[src/rtl/region_pkg.sv]
// ---------------------------------------------------------------------------------------------
// region_pkg: shared constants for the MSB-toggle region framing on the 8-bit pixel stream.
//
// Contents
//   MARK_BIT     bit position of the region level marker in a framed sample
//   PAYLOAD_W    payload width carried below the marker
//   IDLE_WORD    sample emitted outside a region (preamble, close, gap)
//   FILLER_WORD  sample emitted inside a region when no payload is buffered
//   state_t      FSM state encoding (StPreamble, StIdle, StActive, StGap)
//   frame_word   builds an in-region sample from a payload word
// ---------------------------------------------------------------------------------------------
package region_pkg;

  localparam int unsigned MARK_BIT  = 7;
  localparam int unsigned PAYLOAD_W = 7;

  localparam logic [7:0] IDLE_WORD   = 8'h00;
  localparam logic [7:0] FILLER_WORD = 8'h80;

  // Plain constants keep the encoding visible to legacy tooling that dislikes enums.
  typedef logic [1:0] state_t;
  localparam state_t StPreamble = 2'd0;
  localparam state_t StIdle     = 2'd1;
  localparam state_t StActive   = 2'd2;
  localparam state_t StGap      = 2'd3;

  function automatic logic [7:0] frame_word(input logic [PAYLOAD_W-1:0] data);
    logic [7:0] w;
    w                  = '0;
    w[PAYLOAD_W-1:0]   = data;
    w[MARK_BIT]        = 1'b1;
    return w;
  endfunction

endpackage

[src/rtl/marker_fifo.sv]
// ---------------------------------------------------------------------------------------------
// marker_fifo: synchronous FIFO holding {last, payload} entries for region_marker.
//
// Ports
//   clk_i      clock, posedge
//   rst_ni     synchronous active-low reset (empties the FIFO)
//   wr_en_i    write request; ignored when full unless a read happens in the same cycle
//   wr_data_i  entry to write
//   rd_en_i    read request; ignored when empty
//   rd_data_o  head entry (combinational, valid when !empty_o)
//   full_o     Depth entries buffered
//   empty_o    no entries buffered
//   count_o    number of buffered entries
// Depth must be a power of two so the pointers wrap naturally.
// ---------------------------------------------------------------------------------------------
module marker_fifo #(
  parameter int unsigned Width = 8,
  parameter int unsigned Depth = 16
) (
  input  logic                     clk_i,
  input  logic                     rst_ni,
  input  logic                     wr_en_i,
  input  logic [Width-1:0]         wr_data_i,
  input  logic                     rd_en_i,
  output logic [Width-1:0]         rd_data_o,
  output logic                     full_o,
  output logic                     empty_o,
  output logic [$clog2(Depth):0]   count_o
);

  localparam int unsigned AddrW = $clog2(Depth);

  logic [Width-1:0] mem_q [Depth];
  logic [AddrW-1:0] wptr_q, wptr_d;
  logic [AddrW-1:0] rptr_q, rptr_d;
  logic [AddrW:0]   cnt_q, cnt_d;
  logic             wr_ok, rd_ok;

  assign full_o    = (cnt_q == (AddrW+1)'(Depth));
  assign empty_o   = (cnt_q == '0);
  assign count_o   = cnt_q;
  assign rd_data_o = mem_q[rptr_q];

  // A write into a full FIFO is legal only when the head leaves in the same cycle.
  assign wr_ok = wr_en_i && (!full_o || rd_en_i);
  assign rd_ok = rd_en_i && !empty_o;

  always_comb begin
    wptr_d = wptr_q;
    rptr_d = rptr_q;
    cnt_d  = cnt_q;
    if (wr_ok) wptr_d = wptr_q + 1'b1;
    if (rd_ok) rptr_d = rptr_q + 1'b1;
    unique case ({wr_ok, rd_ok})
      2'b10:   cnt_d = cnt_q + 1'b1;
      2'b01:   cnt_d = cnt_q - 1'b1;
      default: cnt_d = cnt_q;
    endcase
  end

  always_ff @(posedge clk_i) begin
    if (!rst_ni) begin
      wptr_q <= '0;
      rptr_q <= '0;
      cnt_q  <= '0;
    end else begin
      wptr_q <= wptr_d;
      rptr_q <= rptr_d;
      cnt_q  <= cnt_d;
    end
  end

  // Storage needs no reset; occupancy is tracked by the pointers.
  always_ff @(posedge clk_i) begin
    if (wr_ok) mem_q[wptr_q] <= wr_data_i;
  end

endmodule

[src/rtl/region_marker.sv]
// ---------------------------------------------------------------------------------------------
// region_marker: transmit side of the MSB-toggle region framing on the 8-bit pixel stream.
// Buffers 7-bit payload packets and emits one framed sample per HSYNC-qualified HCLK edge.
// tx_data[7] is 1 inside a region and 0 outside, so a downstream toggle detector gates exactly
// the payload.
//
// Ports
//   HCLK      clock, all logic on posedge
//   HRESETn   synchronous active-low reset
//   HSYNC     sample strobe; the stream only advances on edges with HSYNC=1
//   in_valid  payload word valid
//   in_ready  FIFO can accept (not full, preamble finished); independent of HSYNC
//   in_data   7-bit payload word
//   in_last   final word of a packet
//   tx_data   registered framed sample {marker, payload}
//   underrun  one-cycle pulse when a region sample finds the FIFO empty (filler 8'h80 sent)
//
// Configuration
//   REGION_MARKER_GAP_EN  when defined, GAP_LEN extra idle samples follow every close sample
//                         before the next region may open; when undefined the GAP state and
//                         its counter are not built.
// ---------------------------------------------------------------------------------------------
module region_marker
  import region_pkg::*;
#(
  parameter int unsigned FIFO_DEPTH   = 16,
  parameter int unsigned PREAMBLE_LEN = 3,
  parameter int unsigned GAP_LEN      = 2
) (
  input  logic                 HCLK,
  input  logic                 HRESETn,
  input  logic                 HSYNC,
  input  logic                 in_valid,
  output logic                 in_ready,
  input  logic [PAYLOAD_W-1:0] in_data,
  input  logic                 in_last,
  output logic [7:0]           tx_data,
  output logic                 underrun
);

  localparam int unsigned CntW = $clog2(FIFO_DEPTH) + 1;
  localparam int unsigned PreW = (PREAMBLE_LEN > 1) ? $clog2(PREAMBLE_LEN + 1) : 1;

  // FIFO interface
  logic               wr_en;
  logic               pop;
  logic [PAYLOAD_W:0] rd_entry;
  logic               rd_last;
  logic               fifo_full;
  logic               fifo_empty;
  logic [CntW-1:0]    fifo_count;

  // State
  state_t             state_q, state_d;
  logic [PreW-1:0]    pre_q, pre_d;
  logic [CntW-1:0]    pkt_q, pkt_d;
  logic               last_q, last_d;    // last popped word closed the packet
  logic [7:0]         tx_q, tx_d;
  logic               und_q, und_d;
  logic               open_ok;

`ifdef REGION_MARKER_GAP_EN
  localparam int unsigned GapW = (GAP_LEN > 1) ? $clog2(GAP_LEN + 1) : 1;
  logic [GapW-1:0]    gap_q, gap_d;
`else
  logic               unused_gap_len;
  assign unused_gap_len = ^GAP_LEN;
`endif

  marker_fifo #(
    .Width (PAYLOAD_W + 1),
    .Depth (FIFO_DEPTH)
  ) u_fifo (
    .clk_i     (HCLK),
    .rst_ni    (HRESETn),
    .wr_en_i   (wr_en),
    .wr_data_i ({in_last, in_data}),
    .rd_en_i   (pop),
    .rd_data_o (rd_entry),
    .full_o    (fifo_full),
    .empty_o   (fifo_empty),
    .count_o   (fifo_count)
  );

  assign in_ready = !fifo_full && (state_q != StPreamble);
  assign wr_en    = in_valid && in_ready;
  assign rd_last  = rd_entry[PAYLOAD_W];

  // A region opens once a whole packet is buffered, or when the FIFO is full and waiting for
  // the rest of the packet would deadlock the source.
  assign open_ok  = (pkt_q != '0) || (fifo_count == CntW'(FIFO_DEPTH));

  always_comb begin
    state_d = state_q;
    pre_d   = pre_q;
    last_d  = last_q;
    tx_d    = tx_q;
    und_d   = 1'b0;
    pop     = 1'b0;
`ifdef REGION_MARKER_GAP_EN
    gap_d   = gap_q;
`endif

    if (HSYNC) begin
      case (state_q)
        StPreamble: begin
          tx_d = IDLE_WORD;
          if (pre_q == PreW'(PREAMBLE_LEN - 1)) begin
            pre_d   = '0;
            state_d = StIdle;
          end else begin
            pre_d = pre_q + 1'b1;
          end
        end

        StIdle: begin
          tx_d = IDLE_WORD;
          if (open_ok) begin
            pop     = 1'b1;
            tx_d    = frame_word(rd_entry[PAYLOAD_W-1:0]);
            last_d  = rd_last;
            state_d = StActive;
          end
        end

        StActive: begin
          if (last_q) begin
            // Close sample: marker drops for at least one sample between packets.
            tx_d    = IDLE_WORD;
            last_d  = 1'b0;
`ifdef REGION_MARKER_GAP_EN
            gap_d   = '0;
            state_d = StGap;
`else
            state_d = StIdle;
`endif
          end else if (fifo_empty) begin
            tx_d  = FILLER_WORD;
            und_d = 1'b1;
          end else begin
            pop    = 1'b1;
            tx_d   = frame_word(rd_entry[PAYLOAD_W-1:0]);
            last_d = rd_last;
          end
        end

`ifdef REGION_MARKER_GAP_EN
        StGap: begin
          tx_d = IDLE_WORD;
          if (gap_q == GapW'(GAP_LEN - 1)) begin
            gap_d   = '0;
            state_d = StIdle;
          end else begin
            gap_d = gap_q + 1'b1;
          end
        end
`endif

        default: begin
          tx_d    = IDLE_WORD;
          pre_d   = '0;
          last_d  = 1'b0;
          state_d = StPreamble;
        end
      endcase
    end
  end

  // Count of complete packets buffered; a simultaneous write and read of a last word cancel.
  always_comb begin
    pkt_d = pkt_q;
    if ((wr_en && in_last) && !(pop && rd_last)) begin
      pkt_d = pkt_q + 1'b1;
    end else if (!(wr_en && in_last) && (pop && rd_last)) begin
      pkt_d = pkt_q - 1'b1;
    end
  end

  always_ff @(posedge HCLK) begin
    if (!HRESETn) begin
      state_q <= StPreamble;
      pre_q   <= '0;
      pkt_q   <= '0;
      last_q  <= 1'b0;
      tx_q    <= IDLE_WORD;
      und_q   <= 1'b0;
`ifdef REGION_MARKER_GAP_EN
      gap_q   <= '0;
`endif
    end else begin
      state_q <= state_d;
      pre_q   <= pre_d;
      pkt_q   <= pkt_d;
      last_q  <= last_d;
      tx_q    <= tx_d;
      und_q   <= und_d;
`ifdef REGION_MARKER_GAP_EN
      gap_q   <= gap_d;
`endif
    end
  end

  assign tx_data  = tx_q;
  assign underrun = und_q;

endmodule
[config.mk]
export PLATFORM = sky130hd
export DESIGN_NAME = region_marker
export DESIGN_NICKNAME = d
export VERILOG_FILES = /design/src/rtl/region_pkg.sv /design/src/rtl/marker_fifo.sv /design/src/rtl/region_marker.sv
export SDC_FILE = /design/constraint.sdc
export NUM_CORES = 1
export LEC_CHECK = 0
export ABC_AREA = 1
export CAP_MARGIN = 30
export CORE_ASPECT_RATIO = 0.8
export CORE_UTILIZATION = 60
export CTS_CLUSTER_DIAMETER = 50
export CTS_CLUSTER_SIZE = 40
export DETAILED_ROUTE_END_ITERATION = 16
export PLACE_DENSITY = 0.78
export SLEW_MARGIN = 15
export SYNTH_ARGS = -nofsm -noshare
export SYNTH_HDL_FRONTEND = slang
export SYNTH_SLANG_ARGS = --single-unit
export TNS_END_PERCENT = 30
[constraint.sdc]
create_clock -name HCLK -period 4.4 [get_ports HCLK]
set_input_delay 0.44 -clock HCLK [delete_from_list [all_inputs] [get_ports HCLK]]
set_output_delay 0.44 -clock HCLK [all_outputs]
set_load 0.1 [all_outputs]
Yosys cells after proc, flatten, opt, wreduce, memory -nomap -nowiden. Memory sizes are Yosys's and may differ from the RTL's. A register that Yosys moved wholly into a read port is not among the register bits. Cells that the tools add are included.

Output and inout bits: 10. Input bits: 12. Bits in writable memories: 128. Flip-flop bits (word level): 32. Word-level logic and storage cells: 83. Memories: 1.

Eq/ne operators: 9. Bitwise gates (word level): 5. Add/sub/neg operators: 7. Mux-type cells: 27. Reduce and logical (&&, ||, !) cells: 25.

Memory list: u_fifo.mem_q (depth 16, width 8, read ports 1, clocked after memory_dff 1, write ports 1, line marker_fifo.sv:33) `logic [Width-1:0] mem_q [Depth];`.

Operators with widths (number): 8-bit 2-to-1 mux (2); 8-bit one-hot mux with 2 select lines (1); 5-bit by 1-bit adder with 5-bit output, second input constant (2); 1-bit 2-to-1 mux (10); 5-bit 2-to-1 mux (2); 5-bit one-hot mux with 2 select lines (1); 5-bit by 1-bit subtractor with 5-bit output, second input constant (2); 4-bit by 1-bit adder with 4-bit output, second input constant (2); 1-bit logical AND (8); 2-bit 2-to-1 mux (4); 4-bit 2-to-1 mux (2); 7-bit 2-to-1 mux (1); 2-bit equality test, second input constant (3); 2-bit inequality test, second input constant (3); 2-bit one-hot mux with 3 select lines (1); 2-bit nonzero test (3); 5-bit equality test, second input constant (1); 5-bit zero test (1); 1-bit inverter (5); 5-bit nonzero test (1); 2-bit by 1-bit equality test with 1-bit output, second input constant (2); 1-bit zero test (4); 2-bit one-hot mux with 2 select lines (1); 4-bit AND reduction (1); 9 further kinds (10).

Depth between registers and ports, before layout. Gate-level depths: netlist (run 1).

Depth after elaboration: 9. Mapped depth: 19. Mapped depth without buffers: 19.

Cells and area by module. From an unflattened synthesis (run 1), not the netlist that was laid out.

Cell total of the unflattened synthesis: 686. Area, all modules: 7362.1 um^2.

Modules (own cells, without submodules): marker_fifo (cells an instance 547, area an instance 6249.7 um^2, sequential area each 4184.0 um^2, instances 1); region_marker (cells an instance 139, area an instance 1112.3 um^2, sequential area each 380.4 um^2, instances 1).

Worst setup path after synthesis (run 1). OpenSTA, ideal clock, no wires.

Kind: reg2reg. From: register state_q[0]. To: register pkt_q[4]. Library setup time: 0.113 ns. Slack: 1.836 ns. Buffers on the path: 0. Clock period less this slack: 2.564 ns. Required time: 4.287 ns. Stages on the path, launching flop included: 17. Arrival: 2.451 ns. Path through: dfxtp_1 > inv_1 > ha_1 > inv_1 > nand2_1 > inv_2 > nand2_4 > nor2_1 > ha_1 > inv_1 > fa_1 > nand3_1 > nand2_1 > a21oi_1 > o21ai_0 > nor2_1 > nor2_1.

Word-level cells in the longest chain between the ends: 7. Elaborated cells between the ends (all ways): 15. Those cells by class: eq/ne: 2; mux: 3; reduce/logical: 10.

Ends and longest elaborated chain: from (decl) (line region_marker.sv:54) `state_t state_q, state_d;`; from (signal assigned) (line region_marker.sv:181) `state_q <= StPreamble;`; from (signal assigned) (line region_marker.sv:191) `state_q <= state_d;`; 2-bit nonzero test (*) (line region_marker.sv:85) `assign in_ready = !fifo_full && (state_q != StPreamble);`; 1-bit logical AND (*) (line region_marker.sv:85); via in_ready (line region_marker.sv:34) `output logic in_ready,`; 1-bit logical AND (*) (line region_marker.sv:86) `assign wr_en = in_valid && in_ready;`; 1-bit logical AND (*) (line region_marker.sv:172, region_marker.sv:174); 1-bit zero test (line region_marker.sv:174) `end else if (!(wr_en && in_last) && (pop && rd_last)) begin`; 1-bit logical AND (line region_marker.sv:174); 2-bit nonzero test (no source line); to (signal assigned) (line region_marker.sv:193) `pkt_q <= pkt_d;`; to (decl) (line region_marker.sv:56) `logic [CntW-1:0] pkt_q, pkt_d;`.

Mark *: on every way through the listed nets, which the timed path passes. The rest lies on a longest branch. A chain may end at the register's enable or synchronous reset.

==> results of run 1 <==
-- registers in the layout, summed over array words and instances (netlist names), named ones only --
register and count:
last_q 1, pkt_q 5, pre_q 2, state_q 2
tx_data 8, u_fifo.count_o 5, u_fifo.mem_q 128, u_fifo.rptr_q 4
u_fifo.wptr_q 4, underrun 1
-- cell usage after synthesis, types with 5 or more instances --
| library cell | instances | area (um2) |
|---|---|---|
| edfxtp_1 | 128 | 3840 |
| buf_2 | 14 | 70.1 |
| clkbuf_1 | 10 | 37.5 |
| dfxtp_1 | 36 | 721 |
| ha_1 | 16 | 200 |
| nand2_1 | 230 | 863 |
| a21oi_2 | 7 | 61.3 |
| xor2_1 | 8 | 70.1 |
| inv_1 | 133 | 499 |
| nor2_1 | 39 | 146 |
| nand3_1 | 106 | 531 |
| a21oi_1 | 19 | 95.1 |
| inv_2 | 5 | 18.8 |
| o21ai_0 | 9 | 45.0 |
-- metal layers --
layer / track usage (%) / part of all wire [%]
met1: 38.4 / 45
met5: 0 / 0
met3: 5.55 / 6.1
met2: 45.4 / 48
met4: 10.4 / 1.7
-- cell type report --
class / instances / area (um2)
repair buffers: 25 / 240
clock buffers: 25 / 529
inverters: 138 / 518
flip-flops and latches: 164 / 4570
well taps: 152 / 190
fillers: 911 / 3840
multi-input cells: 458 / 2230
clock inverters: 7 / 41.3
-- kinds of logic after synthesis --
family | share of synthesized area [%]
AND/OR/NAND/NOR | 22.3
buffers and inverters | 8.75
flip-flops | 61.3
AO/OA/AOI/OAI | 3.46
adder cells (fa/ha/maj) | 2.96
XOR/XNOR | 1.28
-- through the flow --
step | utilization [%] | std cells | hold WS, ns | instance area [um2] | worst slack [ns]
after floorplan | - | 788 | 0.459 | 7450 | 1.84
after global placement | 63.7 | 937 | 0.456 | 7750 | 1.22
after global routing | 68.4 | 969 | 0.492 | 8320 | 0.510
after CTS | 68.4 | 969 | 0.475 | 8320 | 0.926
final | 68.4 | 969 | 0.475 | 8320 | 0.815
after detailed placement | 63.7 | 937 | 0.465 | 7750 | 1.05
-- final timing paths --
path	slack, ns	startpoint	endpoint	cells after the start
worst max register to register	0.82	register	pkt_q[4]$_SDFFE_PN0P_	17
worst max-delay path	0.82	register	pkt_q[4]$_SDFFE_PN0P_	17
worst min register to register	0.48	tx_data[7]$_SDFFE_PN0P_	tx_data[7]$_SDFFE_PN0P_	2
worst min-delay path	0.48	tx_data[7]$_SDFFE_PN0P_	tx_data[7]$_SDFFE_PN0P_	2
-- critical path, cell delays in order, from the launching register on --
cell and delay (ns):
dfxtp_2 0.81, inv_2 0.48, nand2_1 0.18, nand3_1 0.09, nand3_1 0.12, nand3_1 0.08, nand2_1 0.13, nand2_1 0.07
ha_1 0.18, inv_1 0.18, ha_1 0.32, a21oi_1 0.18, nand2_1 0.11, a21oi_1 0.17, o21ai_0 0.15, nand2_1 0.09
nand2_1 0.05, nor2_1 0.10
-- power by group through the flow --
| stage | combinational [mW] | sequential, mW | clock (mW) |
|---|---|---|---|
| final | 0.107 | 1.68 | 1.42 |
| after global placement | 0.0995 | 1.72 | 0 |
| after floorplan | 0.0564 | 1.72 | 0 |
| after global routing | 0.117 | 1.68 | 1.49 |
| after detailed placement | 0.105 | 1.72 | 0 |
| after CTS | 0.107 | 1.68 | 1.43 |
==> impl_results.md, run 1 <==
* Netlist cell types at 34
* Synth Area per Inst at 9.46 um2
* Initial antenna violation count at 0
* Syn-to-layout area delta at 11.7%
* Async set-reset flop share out of synthesis at 0%
* DR pass1 iterations at 5
* Worst EP required at 4.76 ns
* CP Class: reg2reg
* Pleak at 3.57 nW
* Clk sinks at 164
* Nets at 833
* Post-Synthesis Cells at 788
* Synth Cell Area at 7450 um2
* Class of the tightest hold or removal check: reg2reg
* Post-CTS Setup Inserts at 0
* Tcrit/Tclk final at 81.5%
* YS warnings at 0
* Top achievable clock speed at 279 MHz
* CP Launch Type: register
* Post-synth EDFFs at 128
* CTS Buffer Depth at 2
* Clock-pin slew on the worst setup and hold paths at 0.06 ns
* MaxCap Viol Count at 0
* Pin count of the biggest net entering global routing at 41
* Worst Tran Pin Value at 0.975 ns
* Register bit total from synthesis at 164
* CORE AREA at 12,200 um2
* Initial Utilization at 61.3%
* Wirelength, routed at 17.0 mm
* DRC violations left at 0
* Status: completed
* Main synth FF type: edfxtp_1
* Die ar. at 12,900 um2
* Detailed placer's ending HPWL at 11.0 mm
* Overall power at 3.22 mW
* GRT overflow at 0
* Routability cong. at 0.892
* RSZ-0062 raised after global routing: no
* Worst Path Arrival at 3.94 ns
* CP max FO at 40
* # port buffers at 21
* Clk_skew at 0.00594 ns
* Max_slew headroom at 34.8%
* Cts repair resizes at 0
* Final setup fails at 0
* Detailed-route via count at 5,428
* Final ANT Viol Nets at 0
* First-pass GRT wire length at 26.5 mm
* Hold Vio Cnt, Final at 0
* Via density at 5.60
* Total GRT Usage at 28.2%
* VDD IR-drop max at 0.297 mV
* Clk_lat worst skew at 0.42 ns
* # rows at 36
* Internal at 2.54 mW
* Psw at 0.672 mW
* Root buffer cell: clkbuf_16
* IO Pins at 22
* H-tree depth at 4
* Switching share of power at 20.9%
* Clock power frac at 44.3%
* Die W at 127 um
* PwrDens at 387 nW/um2
* Logic pwr share at 3.3%
* Starting DRC count in detailed routing at 585
* CP Capture Type: register
* Final Critical Period at 3.58 ns
* Layout cells sized above 1 at 6.85%
* Seq pwr share at 52.4%
* TritonCTS Buffers at 17
* Number of global-route vias before repair at 5,141
* Most frequent cells in the layout: nand2_1, inv_1, edfxtp_1
* CTS tree: built
* ANT cells at 0
* Commonest non-fill, non-tap cell in the layout: nand2_1
* Setup TNS at 0 ns
* DIE HEIGHT at 102 um
* Sequential share of the synthesized area at 61.3%
* Count of hold-fix buffers inserted at cts at 0
* Slew Limit Fails at 0
* Syn nets at 817
* WL per Instance at 17.5 um
No activity file was read; power rests on OpenSTA's default activity.
==> inputs of run 2 (changes only) <==
--- a/config.mk
+++ b/config.mk
@@ -8,11 +8,11 @@
 export ABC_AREA = 1
 export CAP_MARGIN = 30
 export CORE_ASPECT_RATIO = 0.8
-export CORE_UTILIZATION = 60
+export CORE_UTILIZATION = 55
 export CTS_CLUSTER_DIAMETER = 50
 export CTS_CLUSTER_SIZE = 40
 export DETAILED_ROUTE_END_ITERATION = 16
-export PLACE_DENSITY = 0.78
+export PLACE_DENSITY = 0.75
 export SLEW_MARGIN = 15
 export SYNTH_ARGS = -nofsm -noshare
 export SYNTH_HDL_FRONTEND = slang
==> constraint.sdc (replaced) <==
create_clock -name HCLK -period 2.95 [get_ports HCLK]
set_input_delay 0.295 -clock HCLK [delete_from_list [all_inputs] [get_ports HCLK]]
set_output_delay 0.295 -clock HCLK [all_outputs]
set_load 0.1 [all_outputs]
==> run 2 against run 1 <==
  * Critical path depth decreased by 4
  * Core utilization shrank 3.4 points
  * Sequential power up 49%
  * Non-clock buffer count rose by 25
  * Highest routed layer unchanged
  * Fmax up 37%
  * Setup slack got worse by 0.47 ns
  * Clock-buffer cell count increased by 3
  * Largest cell class unchanged
  * Design area rose by 2.0%
  * Critical endpoint is now pkt_q[3]$_SDFFE_PN0P_
  * Sequential share of layout area fell by 1.0 points
==> impl_results.md, run 2 (synthesis gave the netlist of run 1 again) <==
* CP Class: reg2reg (unchanged)
* Final ANT Viol Nets at 0 (unchanged)
* CP max FO at 8 (was 40)
* Clock-pin slew on the worst setup and hold paths at 0.06 ns (about the same)
* PwrDens at 551 nW/um2 (was 387 nW/um2)
* RSZ-0062 raised after global routing: no (unchanged)
* Crit path cell chain: inv_1 -> ha_1 -> nand2_1 -> a21oi_4 -> nand2_1 -> ha_1 -> inv_1 -> ha_1 -> a21oi_1 -> nand2_1 -> xor2_1 -> o21ai_0 -> inv_1 (was inv_2 -> nand2_1 -> nand3_1 -> nand3_1 -> nand3_1 -> nand2_1 -> nand2_1 -> ha_1 -> inv_1 -> ha_1 -> a21oi_1 -> nand2_1 -> a21oi_1 -> o21ai_0 -> nand2_1 -> nand2_1 -> nor2_1)
* Clk sinks at 164 (unchanged)
* Hold Vio Cnt, Final at 0 (unchanged)
* Placed cell area at 7940 um2 (was 7750 um2)
* Final setup fails at 0 (unchanged)
* Pleak at 3.70 nW (was 3.57 nW)
* FF-to-FF path depth at 13 (was 17)
* Tcrit/Tclk final at 88.5% (was 81.5%)
* GRT overflow at 0 (unchanged)
* Post-route cell area at 8480 um2 (was 8320 um2)
* Final Util at 65.0% (was 68.4%)
* MaxCap Viol Count at 0 (unchanged)
* Most frequent cells in the layout: nand2_1, inv_1, edfxtp_1 (unchanged)
* Hold WS at 0.465 ns (was 0.475 ns)
* VDD IR-drop max at 0.482 mV (was 0.297 mV)
* Nets at 858 (was 833)
* Total GRT Usage at 26.2% (was 28.2%)
* Non-filler cells, final at 1,017 (was 969)
* Via density at 5.30 (was 5.60)
* Layout cells sized above 1 at 10.5% (was 6.85%)
* Detailed placer's ending HPWL at 11.4 mm (was 11.0 mm)
* Worst Tran Pin Value at 0.959 ns (was 0.975 ns)
* Pin count of the biggest net entering global routing at 39 (was 41)
* CP max stage delay at 0.35 ns (was 0.81 ns)
* Root buffer cell: clkbuf_16 (unchanged)
* Pre-CTS setup slack at 0.286 ns (was 1.05 ns)
* Psw at 0.941 mW (was 0.672 mW)
* Final Critical Period at 2.61 ns (was 3.58 ns)
* Internal at 3.73 mW (was 2.54 mW)
* Worst Path Arrival at 2.92 ns (was 3.94 ns)
* WHS Path Cells at 2 (unchanged)
* DIE HEIGHT at 106 um (was 102 um)
* Top reg by flops: u_fifo.mem_q (unchanged)
* CTS Buffer Depth at 2 (unchanged)
* Max reg flops at 128 (unchanged)
* Commonest non-fill, non-tap cell in the layout: nand2_1 (unchanged)
* Slew Limit Fails at 0 (unchanged)
* # rows at 37 (was 36)
* RR Endpoint: pkt_q[3]$_SDFFE_PN0P_ (was pkt_q[4]$_SDFFE_PN0P_)
* Number of global-route vias before repair at 5,251 (was 5,141)
* Switching share of power at 20.1% (was 20.9%)
* Top achievable clock speed at 383 MHz (was 279 MHz)
* Routability cong. at 0.907 (was 0.892)
* Initial antenna violation count at 0 (unchanged)
* Worst EP required at 3.26 ns (was 4.76 ns)
* Clock power frac at 42.9% (was 44.3%)
* H-tree depth at 4 (unchanged)
* Syn-to-layout area delta at 13.9% (was 11.7%)
* Logic pwr share at 3.4% (was 3.3%)
* Post-Place Cells at 985 (was 937)
* CTS tree: built (unchanged)
* WL per Instance at 16.7 um (was 17.5 um)
* Post-CTS Setup Inserts at 0 (unchanged)
* CORE AREA at 13,100 um2 (was 12,200 um2)
* Count of hold-fix buffers inserted at cts at 0 (unchanged)
* Max_slew headroom at 35.9% (was 34.8%)
* Die W at 132 um (was 127 um)
* CP Launch Type: register (unchanged)
* FF-to-FF Start: state_q[0]$_SDFFE_PN0P_
* TritonCTS Buffers at 17 (unchanged)
* Class of the tightest hold or removal check: reg2reg (unchanged)
* Status: completed (unchanged)
* Worst R2R Setup Slack at 0.34 ns (was 0.82 ns)
* Starting DRC count in detailed routing at 465 (was 585)
* Clk_skew at 0.00866 ns (was 0.00594 ns)
* Final WS setup at 0.340 ns (was 0.815 ns)
* # port buffers at 21 (unchanged)
* Hold-critical path endpoint: tx_data[7]$_SDFFE_PN0P_ (unchanged)
* DR pass1 iterations at 5 (unchanged)
* Worst Hold Launch: tx_data[7]$_SDFFE_PN0P_ (unchanged)
* Detailed-route via count at 5,390 (was 5,428)
* Initial Utilization at 57.1% (was 61.3%)
* Seq pwr share at 53.7% (was 52.4%)
* Overall power at 4.67 mW (was 3.22 mW)
* CP Capture Type: register (unchanged)
* Wirelength, routed at 16.9 mm (was 17.0 mm)
* Clk_lat worst skew at 0.42 ns (about the same)
* Setup TNS at 0 ns (unchanged)
* IO Pins at 22 (unchanged)
* ANT cells at 0 (unchanged)
* Slowest CP cell: dfxtp_1 (was dfxtp_2)
* DRC violations left at 0 (unchanged)
* First-pass GRT wire length at 27.1 mm (was 26.5 mm)
* Die ar. at 14,000 um2 (was 12,900 um2)
[run 2: power by group through the flow]
stage	registers, mW	logic, mW	clock network [mW]
6_report	2.51	0.158	2.00
2_1_floorplan	2.56	0.0841	0
5_1_grt	2.51	0.174	2.13
3_3_place_gp	2.56	0.149	0
4_1_cts	2.51	0.158	2.03
3_5_place_dp	2.56	0.157	0
[run 2: how the worst max path moves through the flow]
stage | startpoint | to | slack [ns] | depth (start not counted)
2_1_floorplan | state_q[0]$_SDFFE_PN0P_ | pkt_q[4]$_SDFFE_PN0P_ | 0.39 | 16
3_3_place_gp | HSYNC | u_fifo.count_o[4]$_SDFFE_PN0P_ | 0.35 | 16
3_5_place_dp | HSYNC | pkt_q[4]$_SDFFE_PN0P_ | 0.29 | 13
4_1_cts | register | pkt_q[3]$_SDFFE_PN0P_ | 0.30 | 16
5_1_grt | u_fifo.count_o[2]$_SDFFE_PN0P_ | pkt_q[4]$_SDFFE_PN0P_ | 0.07 | 15
6_report | state_q[0]$_SDFFE_PN0P_ | pkt_q[3]$_SDFFE_PN0P_ | 0.34 | 13
[run 2: layer usage]
| metal | vias up | global-route usage [%] | part of all wire, % |
|---|---|---|---|
| li1 | 2605 | - | - |
| met1 | 2568 | 34.1 | 43 |
| met2 | 185 | 42.3 | 48 |
| met3 | 32 | 7.49 | 7.2 |
| met4 | 0 | 8.55 | 1.8 |
| met5 | - | 0 | 0 |
[run 2: critical path: cells and delay by family, from the launching register on]
family          cells  cell delay [ns]
fa+ha+maj           3             0.84
compound gates      3             0.56
xor+xnor            1             0.14
buf+inv             3             0.30
flops               1             0.35
simple gates        3             0.29
[run 2: what timing repair did]
| item | in CTS | in global routing |
|---|---|---|
| gates resized for setup | 0 | 1 |
| setup endpoints to repair | 0 | 1 |
| endpoints found under the hold margin | 0 | 0 |
[run 2: area by class of cell]
cell class | count | area [um2]
Fill cell | 1064 | 4570
Sequential cell | 164 | 4570
Multi-Input combinational cell | 458 | 2230
Inverter | 138 | 518
Clock buffer | 28 | 517
Timing Repair Buffer | 50 | 405
Tap cell | 175 | 219
Clock inverter | 4 | 22.5
